### src/rtl/ex_writeback.sv
// Writeback stage behind execute. It carries destination tags through the fixed execute
// latency into a registered register-file write port. It also runs a store FIFO toward data memory.
module ex_writeback #(
  parameter int unsigned REG_WD     = 16,
  parameter int unsigned ADDR_WD    = 16,
  parameter int unsigned RF_ADDR_WD = 3,
  parameter int unsigned EX_LATENCY = 2,
  parameter int unsigned SQ_DEPTH   = 4
) (
  input  logic                        clock,
  input  logic                        reset,
  input  logic                        enable_ex,
  input  logic                        wb_en_in,
  input  logic [RF_ADDR_WD-1:0]       dest_in,
  input  logic [REG_WD-1:0]           aluout,
  input  logic                        carry,
  input  logic                        mem_write_en,
  input  logic [REG_WD-1:0]           mem_data_write_out,
  input  logic [ADDR_WD-1:0]          mem_addr_in,
  output logic                        rf_we,
  output logic [RF_ADDR_WD-1:0]       rf_waddr,
  output logic [REG_WD-1:0]           rf_wdata,
  output logic                        carry_flag,
  output logic                        st_valid,
  output logic [ADDR_WD-1:0]          st_addr,
  output logic [REG_WD-1:0]           st_data,
  input  logic                        st_ready,
  output logic [$clog2(SQ_DEPTH):0]   sq_count,
  output logic                        stall,
  output logic                        sq_overflow
);

  localparam int unsigned PtrW = $clog2(SQ_DEPTH);
  localparam int unsigned CntW = PtrW + 1;

  // Tag pipe: valid bits reset, destination fields are don't-care when invalid
  logic [EX_LATENCY-1:0] tag_v_q;
  logic [RF_ADDR_WD-1:0] tag_dest_q [EX_LATENCY];

  always_ff @(posedge clock) begin
    if (reset) begin
      tag_v_q <= '0;
    end else begin
      tag_v_q[0] <= enable_ex & wb_en_in;
      for (int i = EX_LATENCY - 1; i > 0; i--) begin
        tag_v_q[i] <= tag_v_q[i-1];
      end
    end
  end

  always_ff @(posedge clock) begin
    tag_dest_q[0] <= dest_in;
    for (int i = EX_LATENCY - 1; i > 0; i--) begin
      tag_dest_q[i] <= tag_dest_q[i-1];
    end
  end

  always_ff @(posedge clock) begin
    if (reset) begin
      rf_we      <= 1'b0;
      rf_waddr   <= '0;
      rf_wdata   <= '0;
      carry_flag <= 1'b0;
    end else if (tag_v_q[EX_LATENCY-1]) begin
      rf_we      <= 1'b1;
      rf_waddr   <= tag_dest_q[EX_LATENCY-1];
      rf_wdata   <= aluout;
      carry_flag <= carry;
    end else begin
      rf_we      <= 1'b0;
    end
  end

  // Store queue
  logic [ADDR_WD-1:0] sq_addr_q [SQ_DEPTH];
  logic [REG_WD-1:0]  sq_data_q [SQ_DEPTH];
  logic [PtrW-1:0]    wr_ptr_q, rd_ptr_q;
  logic [CntW-1:0]    count_q, count_d;
  logic               ovf_q;
  logic               full, push, pop;

  assign full     = (count_q == CntW'(SQ_DEPTH));
  assign st_valid = (count_q != '0);
  assign pop      = st_valid & st_ready;
  // A pop on the same edge frees a slot, so a full queue still accepts
  assign push     = mem_write_en & (~full | pop);
  assign st_addr  = sq_addr_q[rd_ptr_q];
  assign st_data  = sq_data_q[rd_ptr_q];
  assign sq_count = count_q;
  assign stall    = (count_q >= CntW'(SQ_DEPTH - 1));
  assign sq_overflow = ovf_q;

  always_comb begin
    count_d = count_q;
    case ({push, pop})
      2'b10:   count_d = count_q + CntW'(1);
      2'b01:   count_d = count_q - CntW'(1);
      default: count_d = count_q;
    endcase
  end

  always_ff @(posedge clock) begin
    if (reset) begin
      wr_ptr_q <= '0;
      rd_ptr_q <= '0;
      count_q  <= '0;
      ovf_q    <= 1'b0;
    end else begin
      count_q <= count_d;
      if (push) wr_ptr_q <= wr_ptr_q + PtrW'(1);
      if (pop)  rd_ptr_q <= rd_ptr_q + PtrW'(1);
      if (mem_write_en && full && !pop) ovf_q <= 1'b1;
    end
  end

  always_ff @(posedge clock) begin
    if (push) begin
      sq_addr_q[wr_ptr_q] <= mem_addr_in;
      sq_data_q[wr_ptr_q] <= mem_data_write_out;
    end
  end

endmodule
### config.mk
export PLATFORM = sky130hd
export DESIGN_NAME = ex_writeback
export DESIGN_NICKNAME = d
export VERILOG_FILES = /design/src/rtl/ex_writeback.sv
export SDC_FILE = /design/constraint.sdc
export NUM_CORES = 1
export LEC_CHECK = 0
export ABC_CLOCK_PERIOD_IN_PS = 4030
export CORE_ASPECT_RATIO = 1.4
export CORE_MARGIN = 2
export CORE_UTILIZATION = 38
export CTS_CLUSTER_SIZE = 25
export DETAILED_ROUTE_END_ITERATION = 8
export GPL_TIMING_DRIVEN = 1
export PLACE_DENSITY = 0.66
export SETUP_SLACK_MARGIN = 0.2
export SYNTH_ARGS = -nofsm -noshare
export SYNTH_HDL_FRONTEND = slang
export SYNTH_SLANG_ARGS = --single-unit
### constraint.sdc
create_clock -name clock -period 4.03 [get_ports clock]
set_input_delay 1.0075 -clock clock [delete_from_list [all_inputs] [get_ports clock]]
set_output_delay 1.0075 -clock clock [all_outputs]
set_load 0.05 [all_outputs]
---- Yosys cells after proc, flatten, opt, wreduce, memory -nomap -nowiden ----
Memory sizes are Yosys's and may differ from the RTL's. A register that Yosys moved wholly into a read port is not among the register bits.
Cells that the tools add are included.
storage, ports and cells
  memories ................................ 3
  bits in writable memories ............... 134
  register bits ........................... 28
  output and inout bits ................... 59
memory list
  memory      depth  width  rd ports  clocked after memory_dff  write ports  RTL line  source
  sq_addr_q   4      16     1         1                         1            75        logic [ADDR_WD-1:0] sq_addr_q [SQ_DEPTH];
  sq_data_q   4      16     1         1                         1            76        logic [REG_WD-1:0] sq_data_q [SQ_DEPTH];
  tag_dest_q  2      3      2         1                         2            38        logic [RF_ADDR_WD-1:0] tag_dest_q [EX_LATENCY];
operators by class
  eq/ne operators ......................... 3
  mux-type cells .......................... 8
  magnitude comparators ................... 1
  reductions and logical operators ........ 5
  bitwise operators ....................... 5
  add/sub/neg operators ................... 4
operators by type and width
  operator             count
  $mux 2               4
  $pmux 3 s2           1
  $add 2x1->2 const B  2
  $add 3x1->3 const B  1
  $and 1x1->1          3
  $eq 3x3->1 const B   1
  $ge 3x2->1 const B   1
  $mux 1               3
  $reduce_bool 3->1    1
  $sub 3x1->3 const B  1
  $eq 2x1->1 const B   1
  $eq 2x2->1 const B   1
  $logic_and 1x1->1    2
  $reduce_bool 2->1    1
  $logic_not 1->1      1
  $not 1->1            1
  $or 1x1->1           1

---- Depth between registers and ports, before layout ----
Gate-level depths: netlist of run 1.
  word-level depth ........................ 6
  gate-level depth with buffers ........... 8
  mapped depth without buffers ............ 6

---- Worst setup path before layout of run 1 ----
OpenSTA, ideal clock, no wires.
  kind .................................... input to register
  start ................................... input mem_write_en
  end ..................................... register count_q[2] (netlist: sq_count[2])
  stages on the path ...................... 8
  data required time ...................... 3937 ps
  slack ................................... 1363 ps
  buffers on the path ..................... 2
  arrival time ............................ 2574 ps
  cell sequence ........................... buf_4 > clkbuf_1 > inv_1 > nand3_1 > fa_1 > or3b_1 > o21a_1 > o311ai_2
on the way
  word-level cells in the longest chain between the ends .. 3
  elaborated cells on any way between the ends .. 5
  those cells by class .................... eq/ne: 2; mux: 1; bitwise: 1; reduce/logical: 1
RTL lines
  element                                                 RTL line  source
  from (decl)                                             17        input logic mem_write_en,
  $and 1x1->1 *                                           86        assign push = mem_write_en & (~full | pop);
  $eq 2x1->1 / $eq 2x2->1 (equally long branches)         95        case ({push, pop})
  $pmux 3 s2 / $reduce_bool 2->1 (equally long branches)  --
  to (signal assigned)                                    109       count_q <= count_d;
  to (decl)                                               78        logic [CntW-1:0] count_q, count_d;
Every way passes the cells marked *; elsewhere a longest branch is shown, timed or not.
A chain may end at the register's enable or synchronous reset.

==> results of run 1 <==
## final timing paths
path              cells after the start  slack [ns]                       end                startpoint
setup reg to reg                      6        1.93  sq_count[2]$_SDFFE_PP0P_  sq_count[0]$_SDFFE_PP0P_
hold / removal                        0        0.33  tag_dest_q[1][0]$_DFF_P_  tag_dest_q[0][0]$_DFF_P_
hold reg to reg                       0        0.33  tag_dest_q[1][0]$_DFF_P_  tag_dest_q[0][0]$_DFF_P_
setup / recovery                      3        0.65               st_addr[11]                      flop
## power by group through the flow
stage / sequential, mW / combinational (mW) / clock [mW]
2_1_floorplan: 2.02 / 0.518 / 0
3_3_place_gp: 2.01 / 0.797 / 0
3_5_place_dp: 2.01 / 0.804 / 0
4_1_cts: 1.98 / 0.807 / 1.65
5_1_grt: 1.98 / 0.838 / 1.72
6_report: 1.98 / 0.791 / 1.61
## sequential cells by signal, summed over array words and instances (netlist names), named ones only
register / count
rd_ptr_q: 2
rf_we: 1
wr_ptr_q: 2
sq_overflow: 1
sq_addr_q: 64
sq_count: 3
carry_flag: 1
tag_v_q: 2
rf_wdata: 16
rf_waddr: 3
tag_dest_q: 6
sq_data_q: 64
## logic make-up (layout without fill, tap and decap cells)
group | count (synthesis) | count (layout) | share of synthesized area [%]
AO/OA/AOI/OAI | 14 | 14 | 1.80
XOR/XNOR | 4 | 4 | 0.571
adder cells (fa/ha/maj) | 5 | 5 | 1.14
buffers and inverters | 27 | 158 | 2.18
flip-flops | 167 | 167 | 75.4
multiplexers | 52 | 52 | 15.0
AND/OR/NAND/NOR | 48 | 48 | 3.86
## metal layers
metal  GRT usage (%)  wire (µm)
met2            24.4       5980
met3            5.84        887
met5               0          0
met1            15.0       4380
met4            4.41        104
## area by class of cell
type / instances / share of cell area, %
Clock buffer: 18 / 5.32
Inverter: 7 / 0.326
Timing Repair Buffer: 120 / 14.9
Sequential cell: 167 / 57.3
Tap cell: 196 / 3.04
Multi-Input combinational cell: 123 / 17.1
Clock inverter: 13 / 2.00
## Yosys cell counts (all sizes together)
| library cell | instances |
|---|---|
| o31ai | 2 |
| ha | 4 |
| nand3b | 1 |
| nand4b | 1 |
| dfxtp | 39 |
| o2111ai | 2 |
| clkbuf | 6 |
| or4b | 1 |
| fa | 1 |
| a21o | 1 |
| buf | 14 |
| edfxtp | 128 |
| and3 | 4 |
| or2 | 1 |
| nor2 | 28 |
| o21a | 1 |
| o21ai | 2 |
| nor2b | 2 |
| xor2 | 4 |
| o311ai | 2 |
| or3 | 1 |
| nand2 | 1 |
| mux4 | 32 |
| or3b | 1 |
| inv | 7 |
| nand3 | 6 |
| a41oi | 1 |
| a221oi | 1 |
| nor4b | 1 |
| mux2i | 20 |
| a21oi | 2 |
==> tab_implementation.tex, run 1 <==
\begin{tabular}{lr}
\hline
Metric & Value \\
\hline
\multicolumn{2}{l}{\textbf{Global route}} \\
\quad Number of antenna violations at the first check in global routing & 0 \\
\quad First-pass GRT wire length & approximately 18000 µm \\
\quad Pin count of the biggest net entering global routing & 33 \\
\quad Final global-route overflow total & 0 \\
\quad Number of global-route vias before repair & 3471 \\
\quad Overall global routing resource usage & approximately 14\% \\
\multicolumn{2}{l}{\textbf{Power}} \\
\quad Power density over the cells & 543 mW/mm² \\
\quad Internal power consumption & roughly 3.3 mW \\
\quad Switching portion of total power & between 20\% and 30\% \\
\quad Switch Pwr & between 1 and 1.5 mW \\
\quad Total leakage power & around 2.7 nW \\
\quad Gate power share & between 10\% and 20\% \\
\quad Total power of the final layout & $\sim$4.4 mW \\
\quad Clock network power share & roughly 37\% \\
\quad Highest ir drop seen on vdd & 0.000276 V \\
\quad Sequential share of power & between 40\% and 50\% \\
\multicolumn{2}{l}{\textbf{Die}} \\
\quad Site row count & 54 \\
\quad Initial core utilization & approximately 40\% \\
\quad Area enclosed by the die boundary & around 0.017 mm² \\
\quad Die height & 154 µm \\
\quad Placeable Area & roughly 0.016 mm² \\
\quad Width of the chip & between 100 and 150 µm \\
\quad IO Pins & 117 \\
\multicolumn{2}{l}{\textbf{Timing}} \\
\quad Part of the cycle the worst path needs & between 80 and 90\% \\
\quad Post-layout minimum cycle time & 3.38 ns \\
\quad Headroom to the max-slew limit & between 20\% and 30\% \\
\quad Post-route setup slack & around 0.65 ns \\
\quad Final hold slack & roughly 0.33 ns \\
\quad Final Max Slew Viols & 0 \\
\quad Final-layout setup total negative slack & 0 ns \\
\quad Setup Viol. Count Final & 0 \\
\quad Hold Vio Cnt, Final & 0 \\
\quad Skew final & a little over 0.005 ns \\
\quad Setup repair after global routing missed its margin & false \\
\quad Max Clock Freq & between 200 and 300 MHz \\
\quad Worst Tran Pin Value & $\sim$1.1 ns \\
\multicolumn{2}{l}{\textbf{Yosys}} \\
\quad Main area contributors after synthesis & edfxtp\_1 63\%, dfxtp\_1 13\%, mux4\_2 12\% \\
\quad Synthesized area divided by synthesized cell count & 19.3 µm² \\
\quad Fraction of synthesized cell area taken by the top area cell type & a little over three fifths \\
\quad Post-synthesis cell area & 0.00613 mm² \\
\quad Cell type with the largest total area after synthesis & edfxtp\_1 \\
\quad Seq cells post-synth & approximately 170 \\
\quad Sequential fraction of the synthesis area & 75.4\% \\
\quad Post-synthesis cell type count & 35 \\
\quad Post-Syn Nets & 380 \\
\quad Warnings from Yosys & 0 \\
\quad Gate count after technology mapping & approximately 320 \\
\multicolumn{2}{l}{\textbf{Detailed routing}} \\
\quad Overall routed net length & approximately 11000 µm \\
\quad Routed via count divided by cell count & around 5 \\
\quad Number of search-and-repair iterations in the first detailed-routing pass & 4 \\
\quad Violation count after the first detailed-routing iteration & between 150 and 200 \\
\quad Drt drc & 0 \\
\quad Avg WL per Cell & 17.6 µm \\
\quad Routed vias & 3162 \\
\quad Antenna viol nets, final & 0 \\
\multicolumn{2}{l}{\textbf{Clocking}} \\
\quad Worst-case clock buffer depth & 2 \\
\quad Number of clock buffers inserted by TritonCTS & 17 \\
\quad Clock latency reported for the late side of the worst-skew pair & roughly 0.4 ns \\
\quad \# Post-CTS Setup Buffers & 0 \\
\quad CTS resizes & 0 \\
\quad Total of hold buffers inserted after clock tree synthesis & 0 \\
\quad H-Tree Level Count & 4 \\
\quad Cell at the root of the clock tree & clkbuf\_16 \\
\quad Number of clock sinks & around 170 \\
\quad CTS tree & yes \\
\quad Post-CTS clock slew at the launch and capture registers of the worst setup and hold paths & approximately 0.060 ns \\
\multicolumn{2}{l}{\textbf{Setup path}} \\
\quad Signal arrival time at the worst endpoint & 2.37 ns \\
\quad Classification of the worst setup path & reg -> out \\
\quad Buffering stage count on the worst path with inverters included & 2 \\
\quad CP max-delay cell & clkdlybuf4s50\_1 \\
\quad Maximum net fanout on the critical path & 17 \\
\quad Kind of end point of the critical path & output port \\
\quad Startpoint kind of the worst setup timing path & flop \\
\quad Data required time at the worst endpoint & a little over 3 ns \\
\quad Worst path cell trace & buf\_4, mux4\_2, clkdlybuf4s50\_1 \\
\quad Maximum cell stage delay along the critical path & between 0.7 and 0.8 ns \\
\quad Cell class contributing the biggest share of worst-path delay & buffers and inverters \\
\multicolumn{2}{l}{\textbf{Cells and area}} \\
\quad Post-Layout Inst Area & 0.00807 mm² \\
\quad Most common cell after layout, fill and taps aside & edfxtp\_1 \\
\quad Footprint of the multi-input gates & approximately 0.0014 mm² \\
\quad Post-Layout Cell Count & $\sim$640 \\
\quad P\&R area growth vs syn & 31.6\% \\
\quad Final net count & 499 \\
\quad Fill cell instance count of the final layout & 1327 \\
\quad Count of inserted antenna diode cells & 0 \\
\quad Share of layout cells above drive strength 1 & 15.6\% \\
\quad Most frequent cells in the layout & 128 x edfxtp\_1, 116 x clkdlybuf4s50\_1, 37 x dfxtp\_1 \\
\quad Storage cell area & between 0.004 and 0.005 mm² \\
\quad Fraction of the core area covered by cells at the end of the flow & between 50\% and 60\% \\
\multicolumn{2}{l}{\textbf{Outcome}} \\
\quad Outcome & finished clean \\
\multicolumn{2}{l}{\textbf{Placed design}} \\
\quad Routability cong. & approximately 0.7 \\
\quad Cell total after placement & just over 600 \\
\quad Post-placement worst setup slack & slightly below 0.8 ns \\
\quad Total placed instance area & 0.00748 mm² \\
\quad Hpwl dp & 7410 µm \\
\quad I/O Buffers & between 100 and 150 \\
\multicolumn{2}{l}{\textbf{Run}} \\
\quad Total of max-cap violations & 0 \\
\multicolumn{2}{l}{\textbf{Min path}} \\
\quad Type of the worst min-delay path & reg -> reg \\
\hline
\end{tabular}
No activity file was read; power rests on OpenSTA's default activity.
==> run 2, diff against run 1 <==
Settings changed: ABC_CLOCK_PERIOD_IN_PS 4030 to 2750, PLACE_DENSITY 0.66 to 0.69.
Clock period 4.03 ns to 2.75 ns, I/O delays scaled along.
==> run 2 against run 1 <==
Cell count grew 1.4%. Final area grew 2.3%. Worst hold slack improved by 0.0013 ns. Total power increased by 45%. Setup slack got worse by 0.37 ns. Sequential cell count is the same. Non-clock buffer count increased by 8. Critical path depth stayed put. Via count is 2.4% higher. Die area unchanged. Critical endpoint is now st_data[13].
==> tab_implementation.tex, run 2 (synthesis gave the netlist of run 1 again) <==
\begin{tabular}{lr}
\hline
Metric & Value \\
\hline
\multicolumn{2}{l}{\textbf{Power}} \\
\quad Total power of the final layout & 6.38 mW (+45\%) \\
\quad Power density over the cells & 772 mW/mm² (+42\%) \\
\quad Highest ir drop seen on vdd & 0.000392 V (+42\%) \\
\quad Total leakage power & 2.81 nW (+5.9\%) \\
\multicolumn{2}{l}{\textbf{Clocking}} \\
\quad Worst-case clock buffer depth & 2 (unchanged) \\
\quad Clock latency reported for the late side of the worst-skew pair & 0.41 ns (about the same) \\
\quad Cell at the root of the clock tree & clkbuf\_16 \\
\quad H-Tree Level Count & 4 (unchanged) \\
\quad Total of hold buffers inserted after clock tree synthesis & 0 (unchanged) \\
\quad \# Post-CTS Setup Buffers & 0 (unchanged) \\
\quad Number of clock buffers inserted by TritonCTS & 17 (unchanged) \\
\quad CTS tree & yes \\
\quad Post-CTS clock slew at the launch and capture registers of the worst setup and hold paths & 0.07 ns (about the same) \\
\quad Number of clock sinks & 167 (unchanged) \\
\multicolumn{2}{l}{\textbf{Setup path}} \\
\quad Maximum net fanout on the critical path & 16 (-1) \\
\quad Kind of end point of the critical path & output port \\
\quad Maximum cell stage delay along the critical path & 0.54 ns (-0.18 ns) \\
\quad Buffering stage count on the worst path with inverters included & 2 (unchanged) \\
\quad Signal arrival time at the worst endpoint & 1.78 ns (-0.59 ns) \\
\quad Register-to-Register Path Depth & 6 (unchanged) \\
\quad Startpoint kind of the worst setup timing path & flop \\
\quad Worst path cell trace & buf\_12, mux4\_2, buf\_4 \\
\quad CP max-delay cell & mux4\_2 \\
\quad Cell class contributing the biggest share of worst-path delay & multiplexers \\
\quad Data required time at the worst endpoint & 2.06 ns (-0.96 ns) \\
\quad FF-to-FF setup slack & 0.66 ns (-1.27 ns) \\
\quad Origin of the critical flop-to-flop path & sq\_count[0]\$\_SDFFE\_PP0P\_ \\
\quad Endpoint of the worst-slack reg-to-reg timing path & sq\_count[2]\$\_SDFFE\_PP0P\_ \\
\quad Classification of the worst setup path & reg -> out \\
\multicolumn{2}{l}{\textbf{Die}} \\
\quad Initial core utilization & 39.1\% (unchanged) \\
\quad Die height & 154 µm (unchanged) \\
\quad Placeable Area & 0.0157 mm² (unchanged) \\
\quad Area enclosed by the die boundary & 0.0172 mm² (unchanged) \\
\quad IO Pins & 117 (unchanged) \\
\quad Site row count & 54 (unchanged) \\
\quad Width of the chip & 111 µm (unchanged) \\
\multicolumn{2}{l}{\textbf{Global route}} \\
\quad Number of antenna violations at the first check in global routing & 0 (unchanged) \\
\quad Overall global routing resource usage & 14.4\% (+0.59 points) \\
\quad Number of global-route vias before repair & 3591 (+3.5\%) \\
\quad First-pass GRT wire length & 18800 µm (+3.3\%) \\
\quad Pin count of the biggest net entering global routing & 33 (unchanged) \\
\quad Final global-route overflow total & 0 (unchanged) \\
\multicolumn{2}{l}{\textbf{Min path}} \\
\quad Type of the worst min-delay path & reg -> reg \\
\quad Terminating pin of the worst hold path & tag\_dest\_q[1][1]\$\_DFF\_P\_ \\
\quad WHS Path Cells & 0 (unchanged) \\
\quad Source of the worst hold timing path & tag\_dest\_q[0][1]\$\_DFF\_P\_ \\
\multicolumn{2}{l}{\textbf{Outcome}} \\
\quad Outcome & finished clean \\
\multicolumn{2}{l}{\textbf{Run}} \\
\quad Total of max-cap violations & 0 (unchanged) \\
\multicolumn{2}{l}{\textbf{Timing}} \\
\quad Worst Tran Pin Value & 0.566 ns (-0.567 ns) \\
\quad Part of the cycle the worst path needs & about nine tenths \\
\quad Max Clock Freq & between 400 and 500 MHz \\
\quad Post-layout minimum cycle time & 2.47 ns \\
\quad Skew final & 0.00790 ns (+0.00285 ns) \\
\quad Hold Vio Cnt, Final & 0 (unchanged) \\
\quad Final-layout setup total negative slack & 0 ns (unchanged) \\
\quad Final Max Slew Viols & 0 (unchanged) \\
\quad Setup Viol. Count Final & 0 (unchanged) \\
\quad Setup repair after global routing missed its margin & false \\
\quad Headroom to the max-slew limit & 62.2\% (+38 points) \\
\multicolumn{2}{l}{\textbf{Cells and area}} \\
\quad P\&R area growth vs syn & 34.6\% \\
\quad Count of inserted antenna diode cells & 0 (unchanged) \\
\quad Storage cell area & 0.00463 mm² (unchanged) \\
\quad Registers with the most flip-flops & sq\_addr\_q (64), sq\_data\_q (64), rf\_wdata (16) \\
\quad Footprint of the multi-input gates & 0.00138 mm² (+0.36\%) \\
\quad Most frequent cells in the layout & 128 x edfxtp\_1, 79 x clkdlybuf4s50\_1, 37 x dfxtp\_1 \\
\quad Most common cell after layout, fill and taps aside & edfxtp\_1 \\
\quad Fill cell instance count of the final layout & 1321 (-0.45\%) \\
\quad Share of layout cells above drive strength 1 & 25.8\% (+10 points) \\
\quad Final net count & 507 (+1.6\%) \\
\quad Post-Layout Inst Area & 0.00825 mm² (+2.3\%) \\
\multicolumn{2}{l}{\textbf{Placed design}} \\
\quad Hpwl dp & 7630 µm (+2.9\%) \\
\quad Routability cong. & 0.668 (-3.0\%) \\
\quad Total placed instance area & 0.00767 mm² (+2.5\%) \\
\quad I/O Buffers & 116 (unchanged) \\
\multicolumn{2}{l}{\textbf{Detailed routing}} \\
\quad Violation count after the first detailed-routing iteration & 155 (unchanged) \\
\quad Routed via count divided by cell count & 4.96 (+0.96\%) \\
\quad Overall routed net length & 11800 µm (+4.2\%) \\
\quad Antenna viol nets, final & 0 (unchanged) \\
\quad Number of search-and-repair iterations in the first detailed-routing pass & 4 (unchanged) \\
\quad Routed vias & 3237 (+2.4\%) \\
\quad Avg WL per Cell & 18.1 µm (+2.7\%) \\
\quad Drt drc & 0 (unchanged) \\
\hline
\end{tabular}
[run 2: worst max path at each step]
stage / from / end / slack (ns) / cells after the start
floorplan: sq_count[0]$_SDFFE_PP0P_ / sq_count[2]$_SDFFE_PP0P_ / 0.33 / 7
global route: flop / st_data[15] / 0.20 / 3
global placement: st_ready / sq_count[2]$_SDFFE_PP0P_ / 0.21 / 6
CTS: flop / st_data[2] / 0.19 / 3
finish: flop / st_data[13] / 0.28 / 3
detailed placement: st_ready / sq_count[2]$_SDFFE_PP0P_ / 0.19 / 6
[run 2: repair_timing]
item                       in CTS  in global routing
gates cloned                    0                  1
gates resized for setup         5                  0
setup endpoints to repair      11                 32
[run 2: report_power, final]
part	switching (mW)	total, mW	internal (mW)
logic	0.730	1.28	0.553
clock network	1.01	2.20	1.19
registers	0.0534	2.89	2.84
[run 2: layout make-up]
type,instances,area share [%]
Sequential cell,167,56.1
Timing Repair Buffer,128,17.1
Multi-Input combinational cell,123,16.8
Clock buffer,17,5.15
Tap cell,196,2.97
Clock inverter,15,1.70
Inverter,7,0.318
[run 2: metrics by stage]
step	hold WS (ns)	cells	util (%)	setup slack, ns
after floorplan	0.310	317	-	0.332
after global placement	0.311	620	48.9	0.212
after detailed placement	0.315	620	48.9	0.194
after CTS	0.333	652	52.5	0.189
after global routing	0.335	653	52.7	0.197
final	0.329	653	52.7	0.280
[run 2: metal layers]
metal	track usage (%)	part of all wire (%)	up-vias
met4	5.17	1.2	0
met1	16.0	40	1632
met5	0	0	-
met3	5.88	6.7	10
li1	-	-	1491
met2	25.0	52	104
==> run 3, diff against run 2 <==
Settings changed: SLEW_MARGIN from default to 20.
==> results of run 3 <==
The final DEF is identical to that of run 2; final timing and power are the same.
